===== config.mk =====
export PLATFORM = sky130hd
export DESIGN_NAME = mem_arbiter
export DESIGN_NICKNAME = d
export VERILOG_FILES = /design/src/rtl/mem_arbiter.sv
export SDC_FILE = /design/constraint.sdc
export NUM_CORES = 1
export LEC_CHECK = 0
export CAP_MARGIN = 20
export CORE_ASPECT_RATIO = 1.1
export CORE_MARGIN = 4
export CORE_UTILIZATION = 45
export DETAILED_ROUTE_END_ITERATION = 7
export GPL_TIMING_DRIVEN = 0
export HOLD_SLACK_MARGIN = 0.12
export PLACE_DENSITY_LB_ADDON = 0.15
export SYNTH_ARGS = -nofsm -noshare
export SYNTH_HDL_FRONTEND = slang
export SYNTH_SLANG_ARGS = --single-unit

===== constraint.sdc =====
create_clock -name clk -period 2.6 [get_ports clk]
set_input_delay 0.26 -clock clk [delete_from_list [all_inputs] [get_ports clk]]
set_output_delay 0.26 -clock clk [all_outputs]
set_load 0.01 [all_outputs]

===== src/rtl/mem_arbiter.sv =====
// ============================================================================
// Module   : mem_arbiter
// Brief    : Three-port arbiter for the shared program/data memory; sequences
//            one access at a time and returns a one-cycle ack with read data.
//            Define MEM_ARB_RR_EN for round-robin, otherwise fixed priority 0>1>2.
// Revision : 1.0 - initial release
// ============================================================================
`default_nettype none

module mem_arbiter #(
    parameter int AW   = 8,
    parameter int DW   = 8,
    parameter int WAIT = 1
) (
    input  logic            clk,
    input  logic            CLB,
    input  logic [2:0]      req,
    input  logic [2:0]      we,
    input  logic [3*AW-1:0] addr,
    input  logic [3*DW-1:0] wdata,
    output logic [2:0]      gnt,
    output logic [2:0]      ack,
    output logic [DW-1:0]   rdata,
    output logic            mem_en,
    output logic            mem_we,
    output logic [AW-1:0]   mem_addr,
    output logic [DW-1:0]   mem_wdata,
    input  logic [DW-1:0]   mem_rdata
);

    typedef enum logic [1:0] {
        IDLE   = 2'd0,
        ISSUE  = 2'd1,
        WAITRD = 2'd2,
        RESP   = 2'd3
    } state_t;

    localparam logic [1:0] c_WAIT_LOAD = 2'(WAIT - 1);

    state_t          r_state, w_state_nxt;
    logic [1:0]      r_win, w_win_nxt;
    logic            r_wr, w_wr_nxt;
    logic [1:0]      r_cnt, w_cnt_nxt;

    logic [2:0]      w_gnt_nxt, w_ack_nxt;
    logic [DW-1:0]   w_rdata_nxt;
    logic            w_mem_en_nxt, w_mem_we_nxt;
    logic [AW-1:0]   w_mem_addr_nxt;
    logic [DW-1:0]   w_mem_wdata_nxt;

    logic [1:0]      w_pick;
    logic            w_sel_we;
    logic [AW-1:0]   w_sel_addr;
    logic [DW-1:0]   w_sel_wdata;

`ifdef MEM_ARB_RR_EN
    logic [1:0] r_last;

    // Search starts one past the last winner and wraps modulo 3.
    always_comb begin
        logic [1:0] idx;
        logic       found;
        w_pick = 2'd0;
        found  = 1'b0;
        idx    = (r_last == 2'd2) ? 2'd0 : r_last + 2'd1;
        for (int k = 0; k < 3; k++) begin
            if (!found && req[idx]) begin
                w_pick = idx;
                found  = 1'b1;
            end
            idx = (idx == 2'd2) ? 2'd0 : idx + 2'd1;
        end
    end

    always_ff @(posedge clk or negedge CLB) begin
        if (!CLB) begin
            r_last <= 2'd2;
        end else if (r_state == RESP) begin
            r_last <= r_win;
        end
    end
`else
    always_comb begin
        if (req[0])      w_pick = 2'd0;
        else if (req[1]) w_pick = 2'd1;
        else             w_pick = 2'd2;
    end
`endif

    always_comb begin
        w_sel_we    = we[0];
        w_sel_addr  = addr[AW-1:0];
        w_sel_wdata = wdata[DW-1:0];
        for (int i = 1; i < 3; i++) begin
            if (w_pick == 2'(i)) begin
                w_sel_we    = we[i];
                w_sel_addr  = addr[i*AW +: AW];
                w_sel_wdata = wdata[i*DW +: DW];
            end
        end
    end

    always_comb begin
        w_state_nxt     = r_state;
        w_win_nxt       = r_win;
        w_wr_nxt        = r_wr;
        w_cnt_nxt       = r_cnt;
        w_gnt_nxt       = gnt;
        w_ack_nxt       = 3'b000;
        w_rdata_nxt     = rdata;
        w_mem_en_nxt    = 1'b0;
        w_mem_we_nxt    = 1'b0;
        w_mem_addr_nxt  = mem_addr;
        w_mem_wdata_nxt = mem_wdata;
        case (r_state)
            IDLE: begin
                if (|req) begin
                    w_win_nxt       = w_pick;
                    w_wr_nxt        = w_sel_we;
                    w_gnt_nxt       = 3'b001 << w_pick;
                    w_mem_en_nxt    = 1'b1;
                    w_mem_we_nxt    = w_sel_we;
                    w_mem_addr_nxt  = w_sel_addr;
                    w_mem_wdata_nxt = w_sel_wdata;
                    w_state_nxt     = ISSUE;
                end
            end
            ISSUE: begin
                if (r_wr) begin
                    w_ack_nxt   = 3'b001 << r_win;
                    w_state_nxt = RESP;
                end else begin
                    w_cnt_nxt   = c_WAIT_LOAD;
                    w_state_nxt = WAITRD;
                end
            end
            WAITRD: begin
                // Zero count means the memory data is valid at this edge.
                if (r_cnt == 2'd0) begin
                    w_rdata_nxt = mem_rdata;
                    w_ack_nxt   = 3'b001 << r_win;
                    w_state_nxt = RESP;
                end else begin
                    w_cnt_nxt = r_cnt - 2'd1;
                end
            end
            RESP: begin
                w_gnt_nxt   = 3'b000;
                w_state_nxt = IDLE;
            end
            default: w_state_nxt = IDLE;
        endcase
    end

    always_ff @(posedge clk or negedge CLB) begin
        if (!CLB) begin
            r_state   <= IDLE;
            r_win     <= 2'd0;
            r_wr      <= 1'b0;
            r_cnt     <= 2'd0;
            gnt       <= 3'b000;
            ack       <= 3'b000;
            rdata     <= '0;
            mem_en    <= 1'b0;
            mem_we    <= 1'b0;
            mem_addr  <= '0;
            mem_wdata <= '0;
        end else begin
            r_state   <= w_state_nxt;
            r_win     <= w_win_nxt;
            r_wr      <= w_wr_nxt;
            r_cnt     <= w_cnt_nxt;
            gnt       <= w_gnt_nxt;
            ack       <= w_ack_nxt;
            rdata     <= w_rdata_nxt;
            mem_en    <= w_mem_en_nxt;
            mem_we    <= w_mem_we_nxt;
            mem_addr  <= w_mem_addr_nxt;
            mem_wdata <= w_mem_wdata_nxt;
        end
    end

endmodule

`default_nettype wire


## Word level (Yosys, flattened, before mapping)

Index checks and enable logic that the tools add are counted.

| storage, ports and cells | value |
|---|---|
| register bits | 39 |
| bits in latches | 0 |
| memory bits (writable) | 0 |
| ROM bits | 0 |
| input port bits | 64 |
| output and inout port bits | 32 |
| logic and storage cells | 57 |
| memories kept | 0 |

| cells by class | value |
|---|---|
| add/sub/neg operators | 1 |
| $mul | 0 |
| div/mod/pow operators | 0 |
| $lt $le $gt $ge | 0 |
| equal/unequal tests | 9 |
| shifts and indexed selects | 2 |
| multiplexer cells | 24 |
| bitwise operators | 0 |
| reductions and logical operators | 10 |

Operator list:

| cell | count |
|---|---|
| $mux W8 | 4 |
| $mux W2 | 6 |
| $pmux W3 S2 | 2 |
| $mux W3 | 3 |
| $ne A2 B2 Y1 const B | 4 |
| $pmux W2 S4 | 1 |
| $reduce_and A2 Y1 | 4 |
| $mux W1 | 7 |
| $eq A2 B2 Y1 const B | 3 |
| $shl A1 B2 Y3 const A | 2 |
| $eq A2 B1 Y1 const B | 2 |
| $logic_not A2 Y1 | 2 |
| $pmux W2 S2 | 1 |
| $reduce_bool A2 Y1 | 2 |
| $reduce_and A3 Y1 | 1 |
| $reduce_or A3 Y1 | 1 |
| $sub A2 B1 Y2 const B | 1 |

## Depth between registers and ports, before layout

Gate-level depths: netlist (run 1).

| logic depth | value |
|---|---|
| depth in word-level cells | 7 |
| depth in mapped cells | 6 |
| depth with buffers taken out | 5 |

## Worst setup path after synthesis (run 1)

Ideal clock, no wire load.

| timing | value |
|---|---|
| path kind | register to register |
| start | register r_cnt[0] |
| end | register r_state[1] |
| setup time | 128 ps |
| data arrival time | 1341 ps |
| required time | 2472 ps |
| path slack | 1131 ps |
| stages on the path, launching flop included | 7 |
| path buffers | 1 |
| clock period less this slack | 1469 ps |
| cell sequence | dfrtp_1 inv_1 ha_1 clkbuf_2 nand2b_1 a21boi_1 mux2_1 |

| between the ends | value |
|---|---|
| word-level cells in the longest chain between the ends | 3 |

Ends and longest elaborated chain:

| item | line | source |
|---|---|---|
| from (decl) | 43 | `logic [1:0] r_cnt, w_cnt_nxt;` |
| from (signal assigned) | 172 | `r_cnt <= w_cnt_nxt;` |
| $logic_not A2 Y1 | 139 | `if (r_cnt == 2'd0) begin` |
| $ne A2 B2 Y1 (no source line) | -- |  |
| $reduce_and A2 Y1 (no source line) | -- |  |
| to (signal assigned) | 169 | `r_state <= w_state_nxt;` |
| to (decl) | 40 | `state_t r_state, w_state_nxt;` |

Every way passes these cells.
A chain may end at the register's enable or synchronous reset.

## Worst setup path after layout (run 1)

Same ends and word-level chain as after synthesis.

==> metrics.txt, run 1 <==
result of the run finished, final reports clean; CTS clock-pin slew for the worst setup and hold paths 0.07 ns; Post-Synth XOR/XNOR Area 0; reg-to-reg setup timing slack approximately 0.96 ns; post-route DRC violation count 0; Antenna Nets Post-Route 0; setup bufs post-CTS 0; number of failing setup endpoints in the final timing report 0; worst hold start req[0]; proportion of layout cells with a drive suffix above 1 0.1993; kind of end point of the critical path register; final clock period utilization by the worst path 0.6314; Antenna diodes 0; combinational family with the most area after synthesis multiplexers; Area growth, synth to finish 52.66%; cell chosen for the clock root sky130_fd_sc_hd__clkbuf_8; transition at the pin with the smallest max-transition slack around 0.86 ns; final setup TNS 0 ns; standard-cell rows 25; cells after synthesis between 150 and 200; crit path kind reg -> reg; flop and latch count out of synthesis 39; most frequently used flop master after synthesis sky130_fd_sc_hd__dfrtp_1; number of vias after detailed routing 1,709; proportion of register bits with asynchronous set or reset after synthesis 1.000; share of synthesized area occupied by flip-flops and latches 0.4668; Static Leakage roughly 1.4 nW; number of buffers inserted during clock tree synthesis 5; per-cell routed wire length 14.79 um; max-slew violation total from the final report 0; clock sink total 39; clock latency reported for the late side of the worst-skew pair 0.29 ns; die outline height 79.49 um; maximum resistive drop on vdd 487.1 uV; cell count of the worst hold path 4; count of flip-flops with a built-in enable after synthesis 0; minimum period implied by the final worst setup slack 1.642 ns; setup repair after global routing missed its margin false; initial antenna violation count 0; mux share of post-synthesis cell area 0.2160; leading cell type in the layout, fill and taps excluded sky130_fd_sc_hd__clkdlybuf4s50_1; Cell variety after synth 33; most frequent cells in the layout 93 x sky130_fd_sc_hd__clkdlybuf4s50_1, 39 x sky130_fd_sc_hd__dfrtp_1, 24 x sky130_fd_sc_hd__mux2_2, 21 x sky130_fd_sc_hd__nand2_1, 17 x sky130_fd_sc_hd__mux2i_1; Total Routing Usage GR 0.1752; CP arrival 1.81 ns; top-level port count 96; Chip Width around 73 um; clock tree from TritonCTS done; area of the die 0.005802 mm^2; startpoint of the worst-slack reg-to-reg timing path r_cnt[0]; final layout net count ~350; worst clock skew 0.002776 ns; first drt pass iteration count 3; PortBufs 94; vias in the first global route 1,763; fraction of the mapped netlist area in compound gates 0.1430; largest net degree at the start of global routing 40; Placer Congestion ~0.76; YS warnings 0; areal power density over the cells 918.2 mW/mm^2; first-pass GRT wire length 7838 um; count of max-cap constraint violations 0; H-tree levels 2; post-synthesis average cell area around 12 um^2; type of the tightest min-delay check in -> reg; final hold violations 0; starting density of the core 0.4774; starting DRC count in detailed routing 96; core area between 0.004 and 0.005 mm^2; fillcell total about 330; maximum fanout encountered on the critical timing path 7; register area 975.9 um^2; worst r2r path cells 6; maximum clock frequency 609.2 MHz; number of cells upsized or downsized after cts 0; max_slew headroom 0.4257; critical register-to-register path endpoint r_state[1]; adder and majority gate portion of the synthesized area 0.04189; Post-Syn Nets 250; final hold slack 0.3282 ns; area fraction in and, or, nand and nor cells after synthesis 0.08139; element type at the critical path start register; CP Data Required Time ~2.8 ns; maximum clock path buffer count 2; detailed-route wire length 4954 um; DP HPWL around 4000 um; end point of the worst hold path gnt[2]; netlist area before placement ~0.0021 mm^2; area of the multi-input gates 0.001008 mm^2; total grt overflow 0; Vias/cell 5.101
[worst max-delay path by stage]
stage | endpoint | depth (start not counted) | from
3_5_place_dp | mem_wdata[4] | 5 | req[1]
5_1_grt | gnt[1] | 6 | r_state[0]
6_report | r_state[1] | 6 | r_cnt[0]
4_1_cts | rdata[3] | 4 | r_state[0]
2_1_floorplan | r_state[1] | 6 | r_cnt[0]
3_3_place_gp | mem_addr[5] | 1 | CLB
[cell usage after synthesis (2+ instances only)]
library cell | count | area (um^2)
sky130_fd_sc_hd__dfrtp_1 | 39 | 975.9
sky130_fd_sc_hd__mux2_2 | 24 | 270.3
sky130_fd_sc_hd__nand2_1 | 21 | 78.83
sky130_fd_sc_hd__mux2i_1 | 17 | 170.2
sky130_fd_sc_hd__o21ai_2 | 11 | 96.34
sky130_fd_sc_hd__o21ai_0 | 9 | 45.04
sky130_fd_sc_hd__ha_1 | 7 | 87.58
sky130_fd_sc_hd__inv_1 | 6 | 22.52
sky130_fd_sc_hd__buf_6 | 5 | 56.30
sky130_fd_sc_hd__a211oi_1 | 3 | 22.52
sky130_fd_sc_hd__a22o_1 | 3 | 26.28
sky130_fd_sc_hd__buf_2 | 3 | 15.01
sky130_fd_sc_hd__nand3_1 | 3 | 15.01
sky130_fd_sc_hd__nor2_1 | 3 | 11.26
sky130_fd_sc_hd__nor2b_1 | 3 | 18.77
sky130_fd_sc_hd__a21o_1 | 2 | 15.01
sky130_fd_sc_hd__a21oi_1 | 2 | 10.01
sky130_fd_sc_hd__a31oi_1 | 2 | 12.51
sky130_fd_sc_hd__nand2b_1 | 2 | 12.51
[metrics by stage]
step / instances / instance area [um^2] / power, mW / setup slack [ns] / util
2_1_floorplan: 179 / 2091 / 1.823 / 1.131 / -
3_3_place_gp: 327 / 3099 / 2.509 / 0.2982 / 0.7077
3_5_place_dp: 327 / 3094 / 2.554 / 0.7979 / 0.7066
4_1_cts: 335 / 3192 / 2.967 / 0.9541 / 0.7289
5_1_grt: 335 / 3192 / 3.136 / 0.8540 / 0.7289
6_report: 335 / 3192 / 2.931 / 0.9584 / 0.7289
[routing by layer]
metal / vias up / part of all wire / track usage
met5: - / 0 / 0
met1: 804 / 0.38 / 0.1755
li1: 841 / - / -
met3: 9 / 0.074 / 0.06297
met2: 55 / 0.53 / 0.3220
met4: 0 / 0.019 / 0.06827
[power by group]
group	switching (mW)	internal [mW]
Clock	0.200	0.208
Combinational	0.646	0.837
Sequential	0.162	0.877
[final cells by class]
type                       count  share of cell area
buffer                        10             0.02626
clock buffer                   6             0.02587
inverter                       6            0.007056
clock inverter                 1            0.001568
sequential                    39              0.3058
tap                           54             0.02117
multi-input combinational    124              0.3160
timing repair buffer          95              0.2964
[registers in the layout (all words and copies together) (netlist names)]
signal,count
ack,3
gnt,3
mem_addr,8
mem_en,1
mem_wdata,8
mem_we,1
r_cnt,2
r_state,2
r_win,2
r_wr,1
rdata,8
[critical path, cell delays in order (launching register included)]
cell	delay, ns
sky130_fd_sc_hd__dfrtp_1	0.42
sky130_fd_sc_hd__inv_1	0.07
sky130_fd_sc_hd__ha_1	0.14
sky130_fd_sc_hd__clkbuf_2	0.17
sky130_fd_sc_hd__nand2b_1	0.15
sky130_fd_sc_hd__a21boi_1	0.24
sky130_fd_sc_hd__mux2_1	0.34
[cells by family after synthesis]
family	Yosys count
flip-flops	39
adder cells (fa/ha/maj)	7
AND/OR/NAND/NOR	36
AO/OA/AOI/OAI	39
multiplexers	42
buffers and inverters	16
[repair_timing]
item | in CTS | in global routing
setup endpoints to repair | 0 | 0
hold endpoints to repair | 24 | 0
hold buffers | 1 | 0
Note: power is estimated with default switching activity, not from simulation.
==> run 2: changes to the inputs <==
--- a/config.mk
+++ b/config.mk
@@ -8,7 +8,7 @@
 export CAP_MARGIN = 20
 export CORE_ASPECT_RATIO = 1.1
 export CORE_MARGIN = 4
-export CORE_UTILIZATION = 45
+export CORE_UTILIZATION = 41
 export DETAILED_ROUTE_END_ITERATION = 7
 export GPL_TIMING_DRIVEN = 0
 export HOLD_SLACK_MARGIN = 0.12
==> constraint.sdc (replaced) <==
create_clock -name clk -period 1.63 [get_ports clk]
set_input_delay 0.163 -clock clk [delete_from_list [all_inputs] [get_ports clk]]
set_output_delay 0.163 -clock clk [all_outputs]
set_load 0.01 [all_outputs]
==> run 2 against run 1 <==
Non-clock buffer count stayed put. Worst setup slack worse by 0.88 ns. Die area is 8.7% higher. Global-route usage is 1.5 points lower. Design area is 1.6% higher. Utilization is 7.6 points lower. Count of clock-buffer cells in the layout stayed put. Flip-flop and latch count stayed put. Worst hold slack worse by 0.092 ns. Critical path depth stayed put. Critical path type unchanged. Largest cell class unchanged. Largest power group unchanged.
==> metrics.txt, run 2 (same netlist as run 1, synthesis figures left out) <==
sum of internal, switching and leakage power 4.887 mW (+67%); minimum period implied by the final worst setup slack 1.550 ns (-0.09159 ns); number of instances in the placed design 331 (+1.2%); max-slew violation total from the final report 0 (unchanged); starting density of the core 0.4210 (-0.05642); maximum clock path buffer count 2 (unchanged); clock sink total 39 (unchanged); maximum clock frequency 645.2 MHz (+5.9%); starting DRC count in detailed routing 81 (-16%); first drt pass iteration count 4 (+1); cell chosen for the clock root sky130_fd_sc_hd__clkbuf_8; final critical-path setup slack 0.08003 ns (-0.8784 ns); final hold violations 0 (unchanged); clock tree from TritonCTS done; die outline height 82.90 um (+4.3%); Total Routing Usage GR 0.1605 (-0.01469); kind of end point of the critical path register; initial antenna violation count 0 (unchanged); longest individual stage delay on the worst path 0.39 ns (-0.03 ns); H-tree levels 2 (unchanged); transition at the pin with the smallest max-transition slack 0.8538 ns (-0.007629 ns); top-level port count 96 (unchanged); type of the tightest min-delay check in -> reg; vias in the first global route 1,746 (-0.96%); CP arrival 1.72 ns (-0.09 ns); number of buffers inserted during clock tree synthesis 5 (unchanged); Setup WS pre-CTS -0.1121 ns (-0.9100 ns); number of buffers and inverters on the critical path 2 (unchanged); CP Data Required Time 1.80 ns (-0.97 ns); largest net degree at the start of global routing 40 (unchanged); crit path kind reg -> reg; result of the run finished, final reports clean; element type at the critical path start register; number of vias after detailed routing 1,711 (+0.12%); detailed-route wire length 4881 um (-1.5%); DP HPWL 3745 um (-6.1%); Vias/cell 5.032 (-1.4%); maximum fanout encountered on the critical timing path 7 (unchanged); Antenna diodes 0 (unchanged); fillcell total 422 (+29%); Placer Congestion 0.7760 (+2.1%); worst clock skew 0.008390 ns (+0.005614 ns); total grt overflow 0 (unchanged); clock latency reported for the late side of the worst-skew pair 0.29 ns (about the same); final clock period utilization by the worst path 0.9509 (+0.3195); count of max-cap constraint violations 0 (unchanged); max_slew headroom 0.4308 (+0.005086); number of failing setup endpoints in the final timing report 0 (unchanged); maximum resistive drop on vdd 743.6 uV (+53%); CTS clock-pin slew for the worst setup and hold paths 0.07 ns (about the same); area of the die 0.006307 mm^2 (+8.7%); proportion of layout cells with a drive suffix above 1 0.2199 (+0.02057); slowest cell on the critical path sky130_fd_sc_hd__dfrtp_1; most frequent cells in the layout 93 x sky130_fd_sc_hd__clkdlybuf4s50_1, 38 x sky130_fd_sc_hd__dfrtp_1, 24 x sky130_fd_sc_hd__mux2_2, 20 x sky130_fd_sc_hd__nand2_1, 17 x sky130_fd_sc_hd__mux2i_1; per-cell routed wire length 14.36 um (-2.9%); post-route DRC violation count 0 (unchanged); number of standard cells in the final layout excluding fillers 340 (+1.5%); Area growth, synth to finish 55.12%; final setup TNS 0 ns (unchanged); first-pass GRT wire length 8245 um (+5.2%); standard-cell rows 27 (+8.0%); final layout net count 352 (unchanged); Antenna Nets Post-Route 0 (unchanged); Static Leakage 1.416 nW (+1.3%); leading cell type in the layout, fill and taps excluded sky130_fd_sc_hd__clkdlybuf4s50_1; cells along the critical path inv_1 > ha_1 > buf_4 > nand2b_1 > a21boi_2 > mux2_4; Chip Width 76.09 um (+4.2%); areal power density over the cells 1507 mW/mm^2 (+64%); registers with the most flip-flops mem_addr (8), mem_wdata (8), rdata (8); core area 0.004966 mm^2 (+13%); PortBufs 94 (unchanged); CP delay by family, top flip-flops; setup bufs post-CTS 0 (unchanged)
[run 2: path summary, 6_finish.rpt]
check                             start      endpoint  slack (ns)  cells after the start
max reg2reg                    r_cnt[0]    r_state[1]        0.08                      6
min reg2reg                mem_wdata[1]  mem_wdata[1]        0.48                      2
max in group asynchronous           CLB    r_state[0]        0.51                      2
max                            r_cnt[0]    r_state[1]        0.08                      6
min in group asynchronous           CLB      rdata[5]        0.53                      2
min                              req[0]        gnt[2]        0.24                      4
[run 2: routing by layer]
layer,track usage,share of wire,up-vias
met5,0,0,-
met4,0.04769,0.0098,0
met3,0.06941,0.098,5
met2,0.2718,0.51,72
met1,0.1823,0.38,796
li1,-,-,838
[run 2: per-stage QoR]
stage          hold slack (ns)  cell area (um^2)    util
3_3_place_gp            0.4596              3104  0.6251
6_report                0.2361              3243  0.6531
4_1_cts                 0.2158              3229  0.6503
5_1_grt                 0.2530              3243  0.6531
2_1_floorplan          -0.1326              2091       -
3_5_place_dp            0.3232              3099  0.6241
[run 2: tightest hold or removal path: cells and delay by family]
family / cells / cell delay, ns
compound gates: 1 / 0.07
simple gates: 2 / 0.14
buf+inv: 1 / 0.10
[run 2: layout make-up]
type	instances	area, um^2	area share
inverters	6	22.52	0.006944
clock buffers	6	82.58	0.02546
plain buffers	10	86.33	0.02662
well taps	58	72.57	0.02238
flip-flops and latches	39	977.2	0.3013
multi-input cells	124	1021	0.3148
clock inverters	2	35.03	0.01080
repair buffers	95	945.9	0.2917
[run 2: report_power, final]
| group | internal (mW) | leakage [nW] | switching [mW] |
|---|---|---|---|
| Combinational | 1.37 | 0.870 | 1.04 |
| Clock | 0.495 | 0.0612 | 0.325 |
| Sequential | 1.40 | 0.485 | 0.256 |
[run 2: repair_timing]
action / 4_1_cts / 5_1_grt
hold buffers: 1 / 0
endpoints found under the setup margin: 8 / 2
gates resized for setup: 1 / 6
hold endpoints to repair: 39 / 0
cloned: 0 / 0
==> run 3: changes to the inputs <==
--- a/config.mk
+++ b/config.mk
@@ -9,6 +9,7 @@
 export CORE_ASPECT_RATIO = 1.1
 export CORE_MARGIN = 4
 export CORE_UTILIZATION = 41
+export CTS_CLUSTER_DIAMETER = 30
 export DETAILED_ROUTE_END_ITERATION = 7
 export GPL_TIMING_DRIVEN = 0
 export HOLD_SLACK_MARGIN = 0.12
==> results of run 3 <==
The final DEF is identical to that of run 2; final timing and power are the same.
